$ cat config.mk
export PLATFORM = sky130hd
export DESIGN_NAME = lane_scrambler
export DESIGN_NICKNAME = d
export VERILOG_FILES = /design/src/rtl/lane_scrambler.sv
export SDC_FILE = /design/constraint.sdc
export NUM_CORES = 1
export LEC_CHECK = 0
export CORE_MARGIN = 2
export CORE_UTILIZATION = 40
export DETAILED_ROUTE_END_ITERATION = 8
export GPL_TIMING_DRIVEN = 0
export SETUP_SLACK_MARGIN = 0.05
export SYNTH_ARGS = -nofsm -noshare
export SYNTH_HDL_FRONTEND = slang
export SYNTH_SLANG_ARGS = --single-unit
$ cat constraint.sdc
create_clock -name clk -period 2.9 [get_ports clk]
set_input_delay 0.29 -clock clk [delete_from_list [all_inputs] [get_ports clk]]
set_output_delay 0.29 -clock clk [all_outputs]
set_load 0.01 [all_outputs]
$ cat src/rtl/lane_scrambler.sv
// Two-lane bit-serial scrambler/descrambler, LFSR x^23+x^21+x^16+x^8+x^5+x^2+1, sync headers bypassed.
// Define LANE_SCR_ERR_CNT_EN to add per-lane RX payload error counters (prbs_check, err_cnt_l0/l1).
module lane_scrambler #(
    parameter int unsigned BLOCK_BITS = 132,
    parameter int unsigned HDR_BITS   = 4,
    parameter logic [22:0] SEED_L0    = 23'h1DBFBC,
    parameter logic [22:0] SEED_L1    = 23'h0607BB
) (
    input  logic       clk,
    input  logic       rst,
    input  logic       scr_rst,
    input  logic       enable_scr,
    input  logic       lane_0_tx_i,
    input  logic       lane_1_tx_i,
    output logic       lane_0_tx_o,
    output logic       lane_1_tx_o,
    input  logic       descr_rst,
    input  logic       enable_descr,
    input  logic       lane_0_rx_i,
    input  logic       lane_1_rx_i,
    output logic       lane_0_rx_o,
`ifdef LANE_SCR_ERR_CNT_EN
    input  logic       prbs_check,
    output logic [7:0] err_cnt_l0,
    output logic [7:0] err_cnt_l1,
`endif
    output logic       lane_1_rx_o
);

    localparam logic [7:0] HdrBits = 8'(HDR_BITS);
    localparam logic [7:0] BlkLast = 8'(BLOCK_BITS - 1);

    // Channel index: 0 = TX0, 1 = TX1, 2 = RX0, 3 = RX1; odd channels are lane 1.
    logic [3:0]  strobe, enable, din;
    logic [3:0]  out_q, out_d;
    logic [22:0] lfsr_q [4];
    logic [22:0] lfsr_d [4];
    logic [7:0]  cnt_q  [4];
    logic [7:0]  cnt_d  [4];

    assign strobe = {descr_rst, descr_rst, scr_rst, scr_rst};
    assign enable = {enable_descr, enable_descr, enable_scr, enable_scr};
    assign din    = {lane_1_rx_i, lane_0_rx_i, lane_1_tx_i, lane_0_tx_i};

    function automatic logic [22:0] seed_of(input int ch);
        return ch[0] ? SEED_L1 : SEED_L0;
    endfunction

    function automatic logic [22:0] lfsr_next(input logic [22:0] s);
        return {s[21:0], s[22] ^ s[20] ^ s[15] ^ s[7] ^ s[4] ^ s[1]};
    endfunction

    always_comb begin
        for (int ch = 0; ch < 4; ch++) begin
            lfsr_d[ch] = lfsr_q[ch];
            cnt_d[ch]  = cnt_q[ch];
            out_d[ch]  = 1'b0;
            if (strobe[ch]) begin
                lfsr_d[ch] = seed_of(ch);
                cnt_d[ch]  = '0;
            end else if (enable[ch]) begin
                cnt_d[ch] = (cnt_q[ch] == BlkLast) ? 8'd0 : cnt_q[ch] + 8'd1;
                if (cnt_q[ch] < HdrBits) begin
                    out_d[ch] = din[ch];
                end else begin
                    out_d[ch]  = din[ch] ^ lfsr_q[ch][22];
                    lfsr_d[ch] = lfsr_next(lfsr_q[ch]);
                end
            end
        end
    end

    always_ff @(posedge clk) begin
        if (rst) begin
            for (int ch = 0; ch < 4; ch++) begin
                lfsr_q[ch] <= seed_of(ch);
                cnt_q[ch]  <= '0;
            end
            out_q <= '0;
        end else begin
            for (int ch = 0; ch < 4; ch++) begin
                lfsr_q[ch] <= lfsr_d[ch];
                cnt_q[ch]  <= cnt_d[ch];
            end
            out_q <= out_d;
        end
    end

    assign lane_0_tx_o = out_q[0];
    assign lane_1_tx_o = out_q[1];
    assign lane_0_rx_o = out_q[2];
    assign lane_1_rx_o = out_q[3];

`ifdef LANE_SCR_ERR_CNT_EN
    logic [7:0] err_q [2];
    logic [7:0] err_d [2];
    logic       rx_payload;

    // Only descrambled payload bits count; a strobe cycle discards its input bit.
    assign rx_payload = enable_descr && !descr_rst && (cnt_q[2] >= HdrBits);

    always_comb begin
        for (int ln = 0; ln < 2; ln++) begin
            err_d[ln] = '0;
            if (prbs_check) begin
                err_d[ln] = err_q[ln];
                if (rx_payload && out_d[2 + ln] && (err_q[ln] != 8'hFF)) begin
                    err_d[ln] = err_q[ln] + 8'd1;
                end
            end
        end
    end

    always_ff @(posedge clk) begin
        if (rst) begin
            err_q[0] <= '0;
            err_q[1] <= '0;
        end else begin
            err_q[0] <= err_d[0];
            err_q[1] <= err_d[1];
        end
    end

    assign err_cnt_l0 = err_q[0];
    assign err_cnt_l1 = err_q[1];
`endif

endmodule

==> results.json <==
{
  "ctsResizeCount": 0,
  "cts_num_sinks": 128,
  "post_cts_buffers": 0,
  "holdPathStages": 4,
  "tns_ns": 0,
  "hp-class": "input port to flip-flop",
  "period_share": 0.642,
  "drv_slew": 0,
  "die_w_microns": 116,
  "rows": 41,
  "ir_drop_mv": 0.399,
  "crit_type": "input port to flip-flop",
  "yosysWarnings": 0,
  "vias_per_cell": 4.83,
  "vias": 3919,
  "fin_nets": 640,
  "seq_area_frac_synth": 0.507,
  "fillers": 1198,
  "avgRoutedWirePerCell_microns": 11.7,
  "dr.pass1.iters": 4,
  "hold_viol": 0,
  "synth-edff-count": 0,
  "slowest_stage": "clkdlybuf4s50_1",
  "p_per_area_nw_per_um2": 652,
  "clock_skew_ns": 0.00784,
  "avgSynthCellArea_sq_um": 8.49,
  "synth-async-reset-ratio": 0,
  "tritoncts": "yes",
  "synth-main-ff-cell": "dfxtp_1",
  "grt_max_degree": 17,
  "worst_pin_slew_ns": 0.556,
  "worstPathRequired_ns": 3.16,
  "diodes": 0,
  "multi_input_area_sq_um": 2320,
  "crit_cells": 5,
  "regArea_sq_um": 2560,
  "rsz0062_at_grt": "no",
  "crit_path_end": "lfsr_q[0][10]",
  "p_leak_nw": 2.25,
  "hold_buffers": 0,
  "synth_cells": 596,
  "dieArea_sq_um": 13600,
  "synthesis.area_sq_um": 5060,
  "endpoint_kind": "flip-flop",
  "clk_path_buf_depth": 2,
  "maxCapViolCount": 0,
  "period_needed_ns": 1.86,
  "cp_common_cell": "clkbuf_1",
  "ys_ff_latch": 128,
  "htree_levels": 4,
  "critPathArrivalTime_ns": 2.12,
  "grt_pass1_vias": 3717,
  "slew_headroom": 0.627,
  "drive_above_1_share": 0.103,
  "timing.fmax_mhz": 537,
  "startpoint": "rst",
  "setup_viol": 0,
  "cpLargestDelayFamily": "buffers and inverters",
  "drt_iter0_markers": 179,
  "insertion_delay_ns": 0.41,
  "r2r_end": "lfsr_q[2][19]",
  "syn-num-nets": 610,
  "cp_max_fo": 10,
  "placeableCoreArea_sq_um": 12500,
  "slowest_delay_ns": 0.50,
  "portBuffers": 11,
  "r2r_setup_slack_ns": 1.10,
  "syn_to_final_growth_pct": 17.8,
  "crit_chain": "clkdlybuf4s50_1, nor2_1, clkbuf_1, clkbuf_1, nand3_1",
  "reg2reg_depth": 5,
  "drcViolationCount": 0,
  "io_pins": 14,
  "grt_pass1_wl_microns": 16500,
  "antenna_found_initial": 0,
  "ctsRootBufferMaster": "clkbuf_16",
  "initial_utilization": 0.406,
  "holdWs_ns": 0.449,
  "dpl.hpwl_microns": 6260,
  "cts_made_buffers": 17,
  "clk_pin_slew_ns": 0.06,
  "cp-start-kind": "input port",
  "status": "finished clean",
  "r2r-start": "cnt_q[2][3]",
  "postRouteAntennaNets": 0,
  "gp_congestion": 0.790,
  "critical_path_buf_inv_count": 3,
  "grt_usage": 0.153,
  "wl_microns": 9480,
  "die_h_microns": 116,
  "synth.distinct_cells": 27,
  "overflow": 0
}
## how the worst min path moves through the flow
stage | to | from | slack [ns]
global placement | lfsr_q[3][15] | lfsr_q[3][14] | 0.44
finish | cnt_q[2][4] | enable_descr | 0.45
detailed placement | lfsr_q[3][15] | lfsr_q[3][14] | 0.44
floorplan | lfsr_q[0][14] | lfsr_q[0][13] | 0.43
CTS | cnt_q[2][4] | enable_descr | 0.44
global route | lfsr_q[3][15] | lfsr_q[3][14] | 0.47
## through the flow
step                      worst slack [ns]  area, sq um   util  std cells  power, mW
after floorplan                       1.25         5060      -        596       1.86
after global placement               0.633         5380  0.432        779       1.89
after detailed placement             0.596         5380  0.432        779       1.89
after CTS                             1.03         5960  0.478        811       3.93
after global routing                 0.899         5960  0.478        811       4.03
final                                 1.04         5960  0.478        811       3.89
## sequential cells by signal (all words and copies together), names as in the netlist
signal and cells:
cnt_q 32, lfsr_q 92, out_q 4
## placed cells by master (no fill, tap or decap)
| master | netlist | routed |
|---|---|---|
| ha_1 | 4 | 4 |
| clkinv_2 | 0 | 1 |
| or2_2 | 2 | 2 |
| o21ai_0 | 8 | 8 |
| or3_1 | 8 | 8 |
| clkinv_4 | 0 | 1 |
| dfxtp_1 | 128 | 128 |
| a21oi_1 | 44 | 44 |
| clkinvlp_4 | 0 | 6 |
| clkbuf_8 | 0 | 3 |
| o31ai_2 | 4 | 4 |
| xnor3_1 | 2 | 2 |
| o21ai_1 | 2 | 2 |
| buf_4 | 4 | 4 |
| nand2_1 | 192 | 192 |
| o31a_4 | 1 | 1 |
| clkbuf_1 | 14 | 15 |
| buf_2 | 11 | 11 |
| nand4_1 | 8 | 8 |
| xor2_1 | 16 | 16 |
| mux2i_1 | 4 | 4 |
| or4_4 | 4 | 4 |
| inv_6 | 0 | 2 |
| o31a_1 | 3 | 3 |
| a211oi_2 | 2 | 2 |
| o31ai_1 | 4 | 4 |
| clkdlybuf4s50_1 | 0 | 11 |
| xnor2_1 | 24 | 24 |
| buf_6 | 3 | 3 |
| clkbuf_16 | 0 | 17 |
| o31ai_4 | 4 | 4 |
| nand3_1 | 60 | 60 |
| nor3_1 | 4 | 4 |
| bufinv_16 | 0 | 1 |
| nor2_1 | 36 | 36 |
## cell usage after synthesis, drive strengths merged (8+ instances only)
cell,instances,area share
nor2,36,0.027
o21ai,10,0.0099
clkbuf,14,0.010
nand4,8,0.0099
xor2,16,0.028
or3,8,0.0099
nand3,60,0.059
dfxtp,128,0.51
buf,18,0.024
nand2,192,0.14
a21oi,44,0.044
o31ai,12,0.033
xnor2,24,0.042
## power breakdown
part	switching [mW]	internal (mW)	leakage (nW)	total (mW)
combinational	0.0518	0.0302	0.949	0.0820
clock	0.786	1.25	0.264	2.04
sequential	0.00465	1.76	1.03	1.77
total	0.843	3.05	2.25	3.89
## metal layers
metal,vias up,track usage,routed length (microns)
met5,-,0,0
met4,0,0.0746,157
met3,13,0.0415,280
met2,55,0.251,4440
met1,1809,0.186,4600
li1,2042,-,-
## worst min-delay path: cells and delay by family
kind	cells	cell delay (ns)
xor+xnor	1	0.08
buf+inv	1	0.19
simple gates	2	0.25
## logic make-up (layout without fill, tap and decap cells)
family | count (synthesis) | count (layout) | share of synthesized area
DFF | 128 | 128 | 0.507
adders and majority gates | 4 | 4 | 0.00990
and+or+nand+nor | 314 | 314 | 0.264
xor gates and xnor gates | 42 | 42 | 0.0782
AOI/OAI and AO/OA | 72 | 72 | 0.0997
buffers and inverters | 32 | 75 | 0.0339
muxes | 4 | 4 | 0.00792
## final cells by class
| class | count | share of cell area |
|---|---|---|
| clock buffers | 21 | 0.0789 |
| well taps | 172 | 0.0361 |
| flip-flops and latches | 128 | 0.430 |
| repair buffers | 11 | 0.0185 |
| plain buffers | 32 | 0.0288 |
| multi-input cells | 436 | 0.390 |
| clock inverters | 11 | 0.0178 |
(Power assumes the default switching activity.)
==> patch 1, RTL diff (same flow settings) <==
Build with the macro `LANE_SCR_ERR_CNT_EN` defined.
--- a/src/rtl/lane_scrambler.sv
+++ b/src/rtl/lane_scrambler.sv
@@ -1,5 +1,7 @@
 // Two-lane bit-serial scrambler/descrambler, LFSR x^23+x^21+x^16+x^8+x^5+x^2+1, sync headers bypassed.
 // Define LANE_SCR_ERR_CNT_EN to add per-lane RX payload error counters (prbs_check, err_cnt_l0/l1).
+`define LANE_SCR_ERR_CNT_EN
+
 module lane_scrambler #(
     parameter int unsigned BLOCK_BITS = 132,
     parameter int unsigned HDR_BITS   = 4,
Interface: changed (added err_cnt_l0, err_cnt_l1 and prbs_check); port bits go from 14 to 31. The function was not compared with the original's and may differ.
==> patch 1 against the unedited design <==
Via count grew 18%. Clock skew decreased by 1.6 ps. Design area grew 15%. Synthesized area grew 13%. Die area increased by 13%. Final cell count grew 16%. Total power is 9.6% higher. Routed wire length increased by 17%. Critical path type is now reg2reg. Critical path depth up 2. Fmax shrank 6.3%. Setup slack lost 130 ps. Sequential cell count up 16.
==> patch 1: results (changes against the unedited design) <==
===========================================================================================
Number of warnings issued by yosys                                                        0   unchanged
Maximum root-to-sink buffer count                                                         2   unchanged
Worst hold path class                                                                in2reg
Number of design-rule violations left by the first detailed-router iteration            227   +27%
Number of H-tree levels                                                                   4   unchanged
Met2 Resource Use GR                                                                 24.73%   -0.39 points
Largest fanout of any net on the critical path                                           10   unchanged
Count of buffers inserted at the top-level ports                                         28   +17
Leading cell types by total area after synthesis                               sky130_fd_sc_hd__dfxtp_1, sky130_fd_sc_hd__nand2_1, sky130_fd_sc_hd__xnor2_1
Pin count of the biggest net entering global routing                                     17   unchanged
Transition time at the pin with the least slew margin                              828.7 ps   +272.5 ps
Vias post-DR                                                                           4629   +18%
Biggest regs                                                                   lfsr_q (92), cnt_q (32), err_q (16)
P_leak                                                                          0.002517 uW   +12%
Worst-skew pair later-pin latency                                                    410 ps   about the same
Post-detailed-route via-to-cell ratio                                                 4.935   +2.1%
Most common flop cell mapped by yosys                                          sky130_fd_sc_hd__dfxtp_1
Post-layout net count                                                                   764   +19%
Unique cell type count in the Yosys netlist                                              40   +48%
Root buffer selected by CTS                                                    sky130_fd_sc_hd__clkbuf_16
DP Area                                                                            6245 um2   +16%
Post-Place Cells                                                                        907   +16%
Ant diodes                                                                                0   unchanged
Total global routing track utilization                                               15.62%   +0.33 points
Vias in the first global route                                                         4212   +13%
Ratio of cells with drive above 1 in the final layout                                5.277%   -5.1 points
Avg Cell Area, Syn                                                                8.211 um2   -3.2%
Result of the run                                                                 completed
Data arrival, critical path                                                         2260 ps   +140 ps
Length of the first detailed-routing pass in iterations                                   4   unchanged
Global-route wire length before repair                                             18920 um   +15%
Cts bufs inserted                                                                        17   unchanged
Post-Route Skew                                                                    6.246 ps   -1.598 ps
Top cells by count, synth                                                      sky130_fd_sc_hd__nand2_1, sky130_fd_sc_hd__dfxtp_1, sky130_fd_sc_hd__nand3_1
Async set or reset register ratio after synthesis                                        0%   unchanged
CTS-repair resized insts                                                                  0   unchanged
# Post-CTS Setup Buffers                                                                  0   unchanged
Register clock-pin slew on the reported worst setup and hold paths                    60 ps   about the same
Fill cell total of the finished layout                                                 1288   +7.5%
Wirelength per Cell                                                                11.78 um   +0.77%
Half-perimeter wire length after placement                                          7521 um   +20%
Nets in the synthesized netlist                                                         717   +18%
Weighted congestion at the end of routability-driven global placement                0.8010   +1.4%
Number of enable flip-flop cells after synthesis                                          0   unchanged
Initial antenna violation count                                                           0   unchanged
Worst IR Drop VDD                                                                 0.3981 mV   -0.26%
Met1 Use GR                                                                          19.66%   +1.1 points
Share of synthesized area occupied by flip-flops and latches                         50.23%   -0.44 points
Met3 Use GR                                                                          4.899%   +0.75 points
===========================================================================================
[patch 1: cell types whose count changed after synthesis, moves of 4 or more]
cell / before / now
sky130_fd_sc_hd__buf_2: 11 / 1
sky130_fd_sc_hd__nor3_1: 4 / 8
sky130_fd_sc_hd__nand2_1: 192 / 199
sky130_fd_sc_hd__nand3_1: 60 / 68
sky130_fd_sc_hd__o31ai_4: 4 / 0
sky130_fd_sc_hd__o31ai_2: 4 / 0
sky130_fd_sc_hd__inv_1: 0 / 5
sky130_fd_sc_hd__nor2_1: 36 / 55
sky130_fd_sc_hd__xnor2_1: 24 / 39
sky130_fd_sc_hd__clkbuf_1: 14 / 29
sky130_fd_sc_hd__o21ai_0: 8 / 15
sky130_fd_sc_hd__dfxtp_1: 128 / 144
sky130_fd_sc_hd__nor4_1: 0 / 4
[patch 1: power by group]
part	internal [uW]	switching [uW]
Combinational	32.3	59.2
Sequential	1980	4.59
Clock	1410	769
[patch 1: cell type report]
cell class,instances,area [um2],area share [%]
multi-input cells,515,2671,39.08
clock buffers,25,485.5,7.102
well taps,180,225.2,3.295
clock inverters,6,105.1,1.538
flip-flops and latches,144,2883,42.17
inverters,5,18.77,0.2746
plain buffers,35,166.4,2.435
repair buffers,28,280.3,4.100
[patch 1: metrics by stage]
stage | setup WS [ps] | total power [uW]
6_report | 913.9 | 4263
3_5_place_dp | 563.2 | 2125
5_1_grt | 800.4 | 4416
4_1_cts | 900.2 | 4316
2_1_floorplan | 1024 | 2086
3_3_place_gp | 615.3 | 2123
[patch 1: routing by layer]
metal / vias up / share of wire, %
li1: 2410 / -
met1: 2138 / 49
met2: 71 / 45
met3: 10 / 3.9
met4: 0 / 1.4
met5: - / 0
[patch 1: worst max-delay path, stage by stage (launching register included)]
cell	delay, ps
sky130_fd_sc_hd__dfxtp_1	340
sky130_fd_sc_hd__or4_4	570
sky130_fd_sc_hd__or3_4	370
sky130_fd_sc_hd__and2_4	170
sky130_fd_sc_hd__buf_6	120
sky130_fd_sc_hd__buf_6	130
sky130_fd_sc_hd__nand2_1	60
sky130_fd_sc_hd__nand3_1	70
[patch 1: cells by family (layout without fill, tap and decap cells)]
kind of cell             Yosys count  after routing  share of synthesized area, %
adder cells (fa/ha/maj)            7              7                         1.526
AO/OA/AOI/OAI                     74             74                         7.238
XOR/XNOR                          57             57                         8.699
flip-flops                       144            144                         50.23
buffers and inverters             40             99                         3.226
AND/OR/NAND/NOR                  372            372                         28.21
multiplexers                       5              5                        0.8721
[patch 1: worst paths after layout]
kind                                     from  slack, ps            end  cells after the start
worst max-delay path              cnt_q[2][3]        910  lfsr_q[2][16]                      7
worst max register to register    cnt_q[2][3]        910  lfsr_q[2][16]                      7
worst min register to register  lfsr_q[3][21]        450  lfsr_q[3][22]                      2
worst min-delay path               enable_scr        410    cnt_q[1][3]                      4
==> patch 2, RTL diff (config.mk and constraints unchanged) <==
Without the edit above. Put a register stage on the output `lane_0_rx_o`, without a reset. The value now appears one clock later. The other outputs are not delayed to match.
--- a/src/rtl/lane_scrambler.sv
+++ b/src/rtl/lane_scrambler.sv
@@ -88,7 +88,9 @@
 
     assign lane_0_tx_o = out_q[0];
     assign lane_1_tx_o = out_q[1];
-    assign lane_0_rx_o = out_q[2];
+    always_ff @(posedge clk) begin
+        lane_0_rx_o <= out_q[2];
+    end
     assign lane_1_rx_o = out_q[3];
 
 `ifdef LANE_SCR_ERR_CNT_EN
Formal check against the unedited RTL: not equivalent (a bounded check fails within 4 cycles, from zero or initial values).
==> patch 2 against the unedited design <==
Synthesized area up 0.40%. Register-to-register slack about the same. Sequential cell count up 1. Total power up 3.3%. Fmax up 2.2%. Setup slack better by 41 ps. Clock skew down 2.7 ps. Routed wire length up 0.20%. Die area up 0.39%. Utilization up 0.18 points. Design area up 0.80%. Critical path type unchanged. Critical endpoint is now lfsr_q[0][9].
==> patch 2: results (changes against the unedited design) <==
===========================================================================================
Critical path's largest stage delay                                                  500 ps   about the same
Met1 Use GR                                                                          18.43%   -0.13 points
Post-Route Skew                                                                    5.108 ps   -2.735 ps
Global-route wire length before repair                                             16610 um   +0.54%
# Post-CTS Setup Buffers                                                                  0   unchanged
Result of the run                                                                 completed
Data arrival, critical path                                                         2080 ps   -40 ps
Weighted congestion at the end of routability-driven global placement                0.7742   -2.0%
Leading cell types by total area after synthesis                               sky130_fd_sc_hd__dfxtp_1, sky130_fd_sc_hd__nand2_1, sky130_fd_sc_hd__nand3_1
Half-perimeter wire length after placement                                          6305 um   +0.80%
Top cells by count, synth                                                      sky130_fd_sc_hd__nand2_1, sky130_fd_sc_hd__dfxtp_1, sky130_fd_sc_hd__nand3_1
Ant diodes                                                                                0   unchanged
Number of warnings issued by yosys                                                        0   unchanged
Fill cell total of the finished layout                                                 1220   +1.8%
Slew headroom                                                                        62.22%   -0.47 points
Initial antenna violation count                                                           0   unchanged
Met2 Resource Use GR                                                                 25.66%   +0.54 points
Number of H-tree levels                                                                   4   unchanged
CTS-repair resized insts                                                                  0   unchanged
Number of design-rule violations left by the first detailed-router iteration            194   +8.4%
Register clock-pin slew on the reported worst setup and hold paths                    50 ps
Ratio of cells with drive above 1 in the final layout                                10.47%   +0.14 points
Vias post-DR                                                                           3914   -0.13%
DP Area                                                                            5403 um2   +0.37%
Root buffer selected by CTS                                                    sky130_fd_sc_hd__clkbuf_16
Total global routing track utilization                                               15.50%   +0.22 points
#FFs+latches synth                                                                      129   +0.78%
Maximum root-to-sink buffer count                                                         2   unchanged
Biggest regs                                                                   lfsr_q (92), cnt_q (32), out_q (4)
Wirelength per Cell                                                                11.70 um   about the same
Share of synthesized area occupied by flip-flops and latches                         50.86%   +0.19 points
Nets in the synthesized netlist                                                         611   +0.16%
Met3 Use GR                                                                          5.034%   +0.88 points
Worst IR Drop VDD                                                                 0.4706 mV   +18%
Pin count of the biggest net entering global routing                                     17   unchanged
Post-layout net count                                                                   641   +0.16%
Vias in the first global route                                                         3705   -0.32%
Worst hold path class                                                               reg2reg
Most common flop cell mapped by yosys                                          sky130_fd_sc_hd__dfxtp_1
P_leak                                                                          0.002275 uW   +1.2%
===========================================================================================
## patch 2: cell types whose count changed in the layout (fill, tap and decap cells not counted), moves of 2 or more
cell                        before  now
sky130_fd_sc_hd__bufinv_16       1    3
sky130_fd_sc_hd__clkbuf_8        3    1
sky130_fd_sc_hd__clkinv_2        1    4
sky130_fd_sc_hd__inv_6           2    0
## patch 2: layout make-up
type | count | area share [%]
Buffer | 32 | 2.854
Clock buffer | 18 | 7.311
Clock inverter | 14 | 2.749
Multi-Input combinational cell | 436 | 38.68
Sequential cell | 129 | 42.99
Tap cell | 172 | 3.583
Timing Repair Buffer | 11 | 1.833
## patch 2: report_power, final
part	leakage, uW	internal [uW]	switching [uW]
Clock	0.000284	1370	784
Sequential	0.00104	1780	4.61
Combinational	0.000949	30.2	52.0
## patch 2: worst paths after layout
check | start | to | slack (ps) | cells after the start
min | out_q[2] | lane_0_rx_o | 330 | 0
min reg2reg | out_q[2] | lane_0_rx_o | 330 | 0
max reg2reg | cnt_q[2][3] | lfsr_q[2][19] | 1100 | 5
max | rst | lfsr_q[0][9] | 1080 | 5
## patch 2: routing by layer
metal  routed length (um)  part of all wire [%]
met5                    0                     0
met4                  160                   1.7
met3                  276                   2.9
met2                 4463                    47
met1                 4598                    48
## patch 2: cells by family after synthesis
kind of cell	Yosys count	share of synthesized area (%)
xor gates and xnor gates	42	7.787
adders and majority gates	4	0.9857
AOI/OAI and AO/OA	72	9.931
muxes	4	0.7886
buffers and inverters	32	3.376
DFF	129	50.86
and+or+nand+nor	314	26.27
## patch 2: through the flow
step,total power (uW),util [%],hold slack (ps),instances,worst slack (ps)
2_1_floorplan,1873,-,309.6,597,1253
3_3_place_gp,1903,43.16,318.1,780,680.2
3_5_place_dp,1905,43.16,313.2,780,592.1
4_1_cts,4064,47.99,332.8,812,1047
5_1_grt,4155,47.99,341.2,812,906.7
6_report,4017,47.99,329.4,812,1080
